`config.mk`:
```
export PLATFORM = sky130hd
export DESIGN_NAME = bin_to_bcd_seq
export DESIGN_NICKNAME = d
export VERILOG_FILES = /design/src/rtl/bin_to_bcd_seq_pkg.sv /design/src/rtl/bcd_digit_adj.sv /design/src/rtl/bin_to_bcd_seq.sv
export SDC_FILE = /design/constraint.sdc
export NUM_CORES = 1
export LEC_CHECK = 0
export BUFFER_PORTS_ARGS = -buffer_cell sky130_fd_sc_hd__buf_2
export CAP_MARGIN = 20
export CORE_ASPECT_RATIO = 0.8
export CORE_MARGIN = 4
export CORE_UTILIZATION = 40
export DETAILED_ROUTE_END_ITERATION = 16
export GPL_ROUTABILITY_DRIVEN = 0
export PLACE_DENSITY = 0.61
export SETUP_SLACK_MARGIN = 0.5
export SYNTH_ARGS = -nofsm -noshare
export SYNTH_HDL_FRONTEND = slang
export SYNTH_SLANG_ARGS = --single-unit
```
`constraint.sdc`:
```
create_clock -name iCLK -period 1.8 [get_ports iCLK]
set_clock_uncertainty 0.1 [all_clocks]
set_input_delay 0.09 -clock iCLK [delete_from_list [all_inputs] [get_ports iCLK]]
set_output_delay 0.09 -clock iCLK [all_outputs]
set_load 0.05 [all_outputs]
```
`src/rtl/bin_to_bcd_seq_pkg.sv`:
```
// ---------------------------------------------------------------------------
// bin_to_bcd_seq_pkg
// Shared definitions for the sequential binary-to-BCD converter:
//   - converter FSM state encoding (2 bits)
//   - BCD digit width and the blank code understood by hex_to_7seg
//   - double-dabble per-digit adjust helper
// ---------------------------------------------------------------------------
package bin_to_bcd_seq_pkg;

    localparam int         DIG_W     = 4;
    localparam logic [3:0] BCD_BLANK = 4'd10;
    localparam logic [3:0] BCD_NINE  = 4'd9;

    typedef enum logic [1:0] {
        S_IDLE   = 2'd0,
        S_SHIFT  = 2'd1,
        S_FINISH = 2'd2
    } state_t;

    // Double-dabble correction: a digit of 5 or more would become >= 10 after
    // the next shift, so pre-add 3. The result stays inside the 4-bit digit.
    function automatic logic [3:0] dabble_adj(input logic [3:0] d);
        return (d >= 4'd5) ? (d + 4'd3) : d;
    endfunction

endpackage

```
`src/rtl/bcd_digit_adj.sv`:
```
// ---------------------------------------------------------------------------
// bcd_digit_adj
// Combinational double-dabble digit correction: add 3 when the digit is >= 5.
// Ports:
//   din   in  4  BCD digit before the shift
//   dout  out 4  corrected digit, ready to be shifted left by one
// ---------------------------------------------------------------------------
module bcd_digit_adj
    import bin_to_bcd_seq_pkg::*;
(
    input  logic [DIG_W-1:0] din,
    output logic [DIG_W-1:0] dout
);

    assign dout = dabble_adj(din);

endmodule

```
`src/rtl/bin_to_bcd_seq.sv`:
```
// ---------------------------------------------------------------------------
// bin_to_bcd_seq
// Sequential double-dabble converter: binary value (ms) -> NDIG BCD digits,
// one shift per clock. Start/busy/done handshake; the digit outputs are
// registered and only change on the cycle oDONE pulses, so a display fed from
// oDIG never sees a partially converted value.
//
// Parameters:
//   IN_W  input binary width (1..16)
//   NDIG  number of BCD output digits; values above 10**NDIG-1 saturate
//
// Ports:
//   iCLK    in   1       clock
//   iRST_N  in   1       asynchronous active-low reset
//   iBIN    in   IN_W    binary value, sampled only when a start is accepted
//   iSTART  in   1       conversion request (level or pulse)
//   oBUSY   out  1       conversion in progress
//   oDONE   out  1       one-cycle pulse: new digits valid
//   oOVF    out  1       last accepted value exceeded 10**NDIG-1 (saturated)
//   oDIG    out  4*NDIG  BCD digits, [3:0] = least significant
//
// Build option:
//   LEADING_ZERO_BLANK_EN  when defined, digits above the most significant
//   non-zero digit are output as BCD_BLANK (digit 0 is never blanked, and a
//   saturated result is never blanked).
// ---------------------------------------------------------------------------
module bin_to_bcd_seq
    import bin_to_bcd_seq_pkg::*;
#(
    parameter int IN_W = 14,
    parameter int NDIG = 4
)(
    input  logic                    iCLK,
    input  logic                    iRST_N,
    input  logic [IN_W-1:0]         iBIN,
    input  logic                    iSTART,
    output logic                    oBUSY,
    output logic                    oDONE,
    output logic                    oOVF,
    output logic [DIG_W*NDIG-1:0]   oDIG
);

    localparam int MAX_VAL = 10**NDIG - 1;
    localparam int BCD_W   = DIG_W * NDIG;
    localparam int CNT_W   = $clog2(IN_W + 1);
    localparam logic [CNT_W-1:0] LAST_CNT = CNT_W'(IN_W - 1);
    localparam logic [BCD_W-1:0] ALL_NINES = {NDIG{BCD_NINE}};

    state_t             state_q, state_d;
    logic [CNT_W-1:0]   cnt_q, cnt_d;
    logic [IN_W-1:0]    bin_q, bin_d;
    logic [BCD_W-1:0]   bcd_q, bcd_d;
    logic               ovf_pend_q, ovf_pend_d;
    logic               spill_q, spill_d;
    logic               busy_q, busy_d;
    logic               done_q, done_d;
    logic               ovf_q, ovf_d;
    logic [BCD_W-1:0]   dig_q, dig_d;

    logic [BCD_W-1:0]   bcd_adj;
    logic [BCD_W-1:0]   dig_fmt;
    logic               in_ovf;
    logic               sat;

    assign in_ovf = (32'(iBIN) > 32'(MAX_VAL));

    // A bit falling out of the top digit can only happen for an out-of-range
    // input; it is folded into the saturation decision so the top adjust bit
    // has a defined meaning rather than being silently discarded.
    assign sat = ovf_pend_q | spill_q;

    // One adjust unit per digit, all operating on the current BCD field.
    generate
        for (genvar gi = 0; gi < NDIG; gi++) begin : g_adj
            bcd_digit_adj u_adj (
                .din  (bcd_q[gi*DIG_W +: DIG_W]),
                .dout (bcd_adj[gi*DIG_W +: DIG_W])
            );
        end
    endgenerate

`ifdef LEADING_ZERO_BLANK_EN
    // Walk from the most significant digit down; blank zeros until the first
    // non-zero digit is seen. Digit 0 is excluded so a value of 0 shows "0".
    always_comb begin
        logic seen;
        seen    = 1'b0;
        dig_fmt = bcd_q;
        for (int i = NDIG - 1; i >= 1; i--) begin
            if (!seen && (bcd_q[i*DIG_W +: DIG_W] == 4'd0)) begin
                dig_fmt[i*DIG_W +: DIG_W] = BCD_BLANK;
            end else begin
                seen = 1'b1;
            end
        end
    end
`else
    assign dig_fmt = bcd_q;
`endif

    always_comb begin
        state_d    = state_q;
        cnt_d      = cnt_q;
        bin_d      = bin_q;
        bcd_d      = bcd_q;
        ovf_pend_d = ovf_pend_q;
        spill_d    = spill_q;
        busy_d     = busy_q;
        done_d     = 1'b0;
        ovf_d      = ovf_q;
        dig_d      = dig_q;

        case (state_q)
            S_IDLE: begin
                if (iSTART) begin
                    bin_d      = iBIN;
                    bcd_d      = '0;
                    cnt_d      = '0;
                    ovf_pend_d = in_ovf;
                    spill_d    = 1'b0;
                    busy_d     = 1'b1;
                    state_d    = S_SHIFT;
                end
            end

            S_SHIFT: begin
                // Adjust first, then shift the {bcd, bin} register left by one.
                bcd_d   = {bcd_adj[BCD_W-2:0], bin_q[IN_W-1]};
                bin_d   = bin_q << 1;
                spill_d = spill_q | bcd_adj[BCD_W-1];
                cnt_d   = cnt_q + CNT_W'(1);
                if (cnt_q == LAST_CNT) begin
                    state_d = S_FINISH;
                end
            end

            S_FINISH: begin
                dig_d   = sat ? ALL_NINES : dig_fmt;
                ovf_d   = ovf_pend_q;
                done_d  = 1'b1;
                busy_d  = 1'b0;
                state_d = S_IDLE;
            end

            default: begin
                state_d = S_IDLE;
                busy_d  = 1'b0;
            end
        endcase
    end

    always_ff @(posedge iCLK or negedge iRST_N) begin
        if (!iRST_N) begin
            state_q    <= S_IDLE;
            cnt_q      <= '0;
            bin_q      <= '0;
            bcd_q      <= '0;
            ovf_pend_q <= 1'b0;
            spill_q    <= 1'b0;
            busy_q     <= 1'b0;
            done_q     <= 1'b0;
            ovf_q      <= 1'b0;
            dig_q      <= '0;
        end else begin
            state_q    <= state_d;
            cnt_q      <= cnt_d;
            bin_q      <= bin_d;
            bcd_q      <= bcd_d;
            ovf_pend_q <= ovf_pend_d;
            spill_q    <= spill_d;
            busy_q     <= busy_d;
            done_q     <= done_d;
            ovf_q      <= ovf_d;
            dig_q      <= dig_d;
        end
    end

    assign oBUSY = busy_q;
    assign oDONE = done_q;
    assign oOVF  = ovf_q;
    assign oDIG  = dig_q;

endmodule

```
---- After elaboration in Yosys (flattened, before gate mapping) ----
Cells that the tools add are included.
cells by class
  $add $sub $neg .......................... 5
  $lt $le $gt $ge ......................... 5
  equal/unequal tests ..................... 5
  muxes and demuxes ....................... 19
  bitwise gates (word level) .............. 3
  reductions and logical operators ........ 6
operators with widths
  operator                                                            number
  two-way mux 16 bit                                                  2
  case mux 16 bit (2 select lines)                                    1
  case mux 14 bit (2 select lines)                                    1
  two-way mux 4 bit                                                   5
  adder 4 x 2 -> 4 bit (second input constant)                        4
  greater-or-equal comparator 4 x 3 -> 1 bit (second input constant)  4
  greater-than comparator 14 bit (second input constant)              1
  two-way mux 14 bit                                                  1
  case mux 4 bit (2 select lines)                                     1
  AND reduction 2 bit                                                 4
  adder 4 x 1 -> 4 bit (second input constant)                        1
  equality test 4 bit (second input constant)                         1
  two-way mux 2 bit                                                   2
  != test 2 bit (second input constant)                               2
  case mux 1 bit (2 select lines)                                     2
  case mux 2 bit (2 select lines)                                     1
  two-way mux 1 bit                                                   3
  equality test 2 x 1 -> 1 bit (second input constant)                1
  equality test 2 bit (second input constant)                         1
  logical NOT 2 bit                                                   1
  bitwise OR 1 bit                                                    2
  nonzero test 2 bit                                                  1
  inverter 1 bit                                                      1
word-level totals
  flip-flop bits (word level) ............. 57
  input port bits ......................... 17
  output and inout port bits .............. 19
  logic and storage cells ................. 53

---- Longest topological paths before layout ----
  depth after elaboration ................. 4
  depth in mapped cells ................... 6
  gate-level depth less buffers ........... 6

---- Cells and area by module ----
Synthesis repeated with hierarchy kept, for this count alone.
unflattened totals
  cell total of the unflattened synthesis .. 279
  area, all modules ....................... 2733.9 um^2
modules (own cells, without submodules)
  module          instances  cells each  area each (um^2)  sequential area each (um^2)
  bin_to_bcd_seq  1          215         2328.5            1426.4
  bcd_digit_adj   4          16          101.3             0.0

---- Worst setup path after synthesis ----
OpenSTA, ideal clock, no wires.
  path kind ............................... reg2reg
  start ................................... reg bcd_q[12]
  end ..................................... reg bcd_q[14]
  library setup time ...................... 83 ps
  arrival ................................. 1438 ps
  data required time ...................... 1617 ps
  path slack .............................. 180 ps
  stages on the path, launching flop included .. 7
  path buffers ............................ 0
  period minus slack after synthesis ...... 1620 ps
  cells stage by stage .................... dfrtp_1 inv_1 ha_1 nand2b_1 a21oi_1 mux2_2 o21ai_0
on the way
  cells in the longest elaborated chain, start to end .. 3
  elaborated cells between the ends (all ways) .. 4
  classes of those cells .................. 1 x add/sub; 1 x order compare; 2 x mux
RTL lines
  what                                                                                       line                      text
  start, declared                                                                            bin_to_bcd_seq.sv:52      logic [BCD_W-1:0] bcd_q, bcd_d;
  start signal, assigned                                                                     bin_to_bcd_seq.sv:157     bcd_q <= '0;
  start signal, assigned                                                                     bin_to_bcd_seq.sv:168     bcd_q <= bcd_d;
  adder 4 x 2 -> 4 bit / greater-or-equal comparator 4 x 3 -> 1 bit (equally long branches)  bin_to_bcd_seq_pkg.sv:23  return (d >= 4'd5) ? (d + 4'd3) : d;
  two-way mux 4 bit (*)                                                                      bin_to_bcd_seq_pkg.sv:23
  case mux 16 bit (2 select lines) (*)                                                       bin_to_bcd_seq.sv:113     case (state_q)
Every way passes the cells marked *; elsewhere a longest branch is shown, timed or not.
A chain may end at the register's enable or synchronous reset.

---- Final worst setup path ----
Ends and elaborated chain as after synthesis.

==> results summary <==
The flow ran to the end, and the final reports show no timing, DRC or antenna violations. For this run, the number of standard cells in the final layout without fillers is around 430. Setup repair after global routing could not meet its margin everywhere. The number of nets handed over by synthesis was 274. Counting every sink on the clock net gives 57. The number of unique standard cell types used by synthesis came out at 33. The clock tree from TritonCTS is done.

The pin count of the biggest net entering global routing came out at 30. The number of enable-type register cells in the synthesized netlist is 0. Summed over all nets, the half-perimeter wirelength after detailed placement is 3.900 mm.

The average detailed-routed wire length per instance is 16.04 um. The category of the worst setup path capture point is a flip-flop. In the global route stage, overall resource usage came out at 18.52%. The total I/O pin count is 36. The count of warnings emitted by yosys came out at 0. The number of buffers added on ports came out at 35. The count of nets left with antenna violations once routing finished came out at 0. Summed over all failing endpoints, the final setup total negative slack is 0 ns. The first-pass GRT wire length came out at 11.21 mm. The relative area change from synthesis to final layout is 52.69%. The cell with the most instances after synthesis is sky130_fd_sc_hd__dfrtp_1. The number of antenna violations at the first check in global routing was 0. The path class of the tightest hold or removal check is input pin to flip-flop. The routed design has 6.883 mm of wire. The die is 97.36 um wide. The sequential fraction of the synthesis area came out at 55.83%. Max-cap violations in this run came to 0. At the end of the flow, the number of nets in the layout was 370. The via count of the first global-routing pass is 2286. The total of endpoints with negative setup slack in the final report came out at 0.

Derived from the worst setup path, the maximum achievable clock frequency is 647.8 MHz. The post-placement cell count is between 300 and 400. The core region area is 6037 um2.

The critical path starts at bcd_q[12]$_DFFE_PN0P_. Counting flops and latches in the post-synthesis netlist gives 57. The startpoint identified for the worst hold timing path is iSTART. The critical path data required time is 1.97 ns. The total via count in the routed design came out at about 2.3k. The average cell area after synthesis is 10.34 um2. The die is 79.49 um tall. The post-synthesis instance total came out at approximately 250. The number of DRC markers after the initial detailed-route iteration is roughly 100. The share of flip-flops with an asynchronous set or reset is 100.0%. The arrival time of data at the critical path endpoint is about 1.7 ns. The worst setup path is launched from a flip-flop. After synthesis, the cell types taking the most area are sky130_fd_sc_hd__dfrtp_1 56%, sky130_fd_sc_hd__ha_1 4.9%, sky130_fd_sc_hd__nor2_1 4.4%. sky130_fd_sc_hd__dfrtp_1 takes more of the synthesized area than any other cell. The leakage power came out at 1.759 nW. The peak supply drop came out at 1.043 mV.

The via count normalized by instance count is about 5.3. The power density over the cells is 1775 nW/um2. The largest driver fanout on the critical path came out at 4. The worst path in the final design needs a cycle of roughly 1.5 ns, including I/O delays and setup.

The number of slew-limit violations in the final report came out at 0. The repair_antennas step left the layout with diodes totalling 0. The initial cell density of the core is 42.32%.

The H-tree generated during clock tree synthesis spans 3 levels. The maximum buffer depth of the clock tree came out at 2. The final number of hold-violating endpoints is 0. The die covers 7738 um2.

In this run the tightest slew margin relative to its limit is 53.63%. The fraction of the cycle the final worst path needs is 85.76%. The critical path in this run is classified as flip-flop to flip-flop. The root buffer cell chosen for the clock tree is sky130_fd_sc_hd__clkbuf_8. The startpoint identified for the worst register-to-register timing path is bcd_q[12]$_DFFE_PN0P_. In the synthesized netlist the dominant register cell turns out to be sky130_fd_sc_hd__dfrtp_1. The detailed-route DRC error count is 0. Sorting the synthesized cells by how often they occur yields 57 x sky130_fd_sc_hd__dfrtp_1, 30 x sky130_fd_sc_hd__nor2_1, 22 x sky130_fd_sc_hd__o21ai_0. The first-pass iteration count of the detailed router came out at 4. The clock-pin slew on the worst setup and hold paths came out at 0.07 ns.

The transition at the pin with the smallest max-transition slack came out at 0.6956 ns. The global route total overflow came out at 0. The cell area after synthesis is 2555 um2. The worst-skew pair later-pin latency is 0.34 ns.

The area share of the largest cell type after synthesis is 55.83%. The total CTS buffers came out at 9. After floorplanning, the core was divided into 25 placement rows.

The fraction of layout instances using a drive strength above 1 is 46.84%.
==> logic make-up (layout without fill, tap and decap cells) <==
family | Yosys count | count (layout) | synth area share (%)
flip-flops | 57 | 57 | 55.83
buffers and inverters | 25 | 126 | 4.407
multiplexers | 3 | 3 | 1.322
XOR/XNOR | 8 | 8 | 2.742
AO/OA/AOI/OAI | 65 | 65 | 16.50
adder cells (fa/ha/maj) | 10 | 10 | 4.897
AND/OR/NAND/NOR | 79 | 79 | 14.30
==> final timing paths <==
| check | endpoint | slack [ns] | cells after the start |
|---|---|---|---|
| worst max register to register | bcd_q[14]$_DFFE_PN0P_ | 0.26 | 6 |
| worst min register to register | oOVF$_DFFE_PN0P_ | 0.37 | 2 |
| min in group asynchronous | bcd_q[1]$_DFFE_PN0P_ | 0.23 | 2 |
| worst max-delay path | bcd_q[14]$_DFFE_PN0P_ | 0.26 | 6 |
| worst min-delay path | bin_q[0]$_DFFE_PN0P_ | 0.05 | 4 |
| max in group asynchronous | oDIG[11]$_DFFE_PN0P_ | 0.77 | 3 |
==> report_power, final <==
group / internal, mW / switching, mW / total [mW] / leakage [nW]
logic: 1.78 / 1.83 / 3.61 / 0.986
clock network: 0.568 / 0.510 / 1.08 / 0.0932
registers: 1.77 / 0.460 / 2.23 / 0.680
==> sequential cells by signal, summed over array words and instances, names as in the netlist <==
signal and count:
ovf_pend_q 1, oBUSY 1, oDONE 1, bin_q 14, state_q 2, oOVF 1
cnt_q 4, bcd_q 16, oDIG 16, spill_q 1
==> layout by cell type, fill, tap and decap left out, types with 2 or more instances in the layout <==
cell type,n
sky130_fd_sc_hd__a21oi_2,3
sky130_fd_sc_hd__a21oi_4,4
sky130_fd_sc_hd__a22o_1,4
sky130_fd_sc_hd__a32o_1,4
sky130_fd_sc_hd__buf_12,4
sky130_fd_sc_hd__buf_2,35
sky130_fd_sc_hd__buf_4,31
sky130_fd_sc_hd__buf_6,13
sky130_fd_sc_hd__clkbuf_1,2
sky130_fd_sc_hd__clkbuf_8,11
sky130_fd_sc_hd__clkinv_2,3
sky130_fd_sc_hd__dfrtp_1,53
sky130_fd_sc_hd__dfrtp_2,4
sky130_fd_sc_hd__dlygate4sd3_1,15
sky130_fd_sc_hd__ha_1,2
sky130_fd_sc_hd__ha_4,7
sky130_fd_sc_hd__inv_1,3
sky130_fd_sc_hd__inv_2,8
sky130_fd_sc_hd__mux2_4,3
sky130_fd_sc_hd__nand2_1,13
sky130_fd_sc_hd__nand2_2,2
sky130_fd_sc_hd__nand2b_4,5
sky130_fd_sc_hd__nand3_1,14
sky130_fd_sc_hd__nand3_2,3
sky130_fd_sc_hd__nor2_1,29
sky130_fd_sc_hd__o21ai_0,11
sky130_fd_sc_hd__o21ai_1,5
sky130_fd_sc_hd__o21ai_2,6
sky130_fd_sc_hd__o22a_1,4
sky130_fd_sc_hd__o22ai_1,8
sky130_fd_sc_hd__o22ai_2,4
sky130_fd_sc_hd__o31ai_1,5
sky130_fd_sc_hd__o31ai_2,3
sky130_fd_sc_hd__xnor2_2,3
sky130_fd_sc_hd__xor2_1,4
==> critical path: stages, from the launching register on <==
cell and delay, ns:
sky130_fd_sc_hd__dfrtp_1 0.43, sky130_fd_sc_hd__inv_2 0.11, sky130_fd_sc_hd__ha_4 0.16, sky130_fd_sc_hd__nand2b_4 0.06, sky130_fd_sc_hd__a21oi_4 0.17, sky130_fd_sc_hd__mux2_4 0.31
sky130_fd_sc_hd__o21ai_1 0.11
==> final cells by class <==
| cell class | instances | area [um2] |
|---|---|---|
| Multi-Input combinational cell | 165 | 1363 |
| Clock buffer | 13 | 158.9 |
| Fill cell | 473 | 2136 |
| Timing Repair Buffer | 98 | 784.5 |
| Sequential cell | 57 | 1431 |
| Clock inverter | 3 | 15.01 |
| Inverter | 12 | 47.55 |
| Tap cell | 81 | 101.3 |
==> per-layer routing <==
layer | track usage, % | wire length, um | vias to the layer above
li1 | - | - | 1072
met1 | 24.07 | 3108 | 1121
met2 | 29.41 | 3333 | 48
met3 | 6.376 | 317 | 12
met4 | 5.809 | 124 | 0
met5 | 0 | 0 | -
==> repair_timing <==
action	CTS	global route
hold endpoints to repair	42	0
buffers inserted	31	6
endpoints found under the setup margin	54	55
gates cloned	0	0
hold buffers	15	0
resized for setup	36	34
pin swaps	14	18
==> metrics by stage <==
stage          utilization [%]  power (mW)  setup slack [ns]  instance area [um2]  hold slack, ns
6_report                 64.62       6.925            0.2564                 3901         0.05415
5_1_grt                  64.62       7.407            0.2146                 3901         0.05563
3_5_place_dp             49.87       4.793            0.1998                 3010         0.07438
4_1_cts                  61.43       6.518            0.2765                 3709         0.05164
2_1_floorplan                -       4.222            0.3302                 2714         -0.3056
3_3_place_gp             49.87       4.720            0.2275                 3010         0.07978
Note: power is estimated with default switching activity, not from simulation.
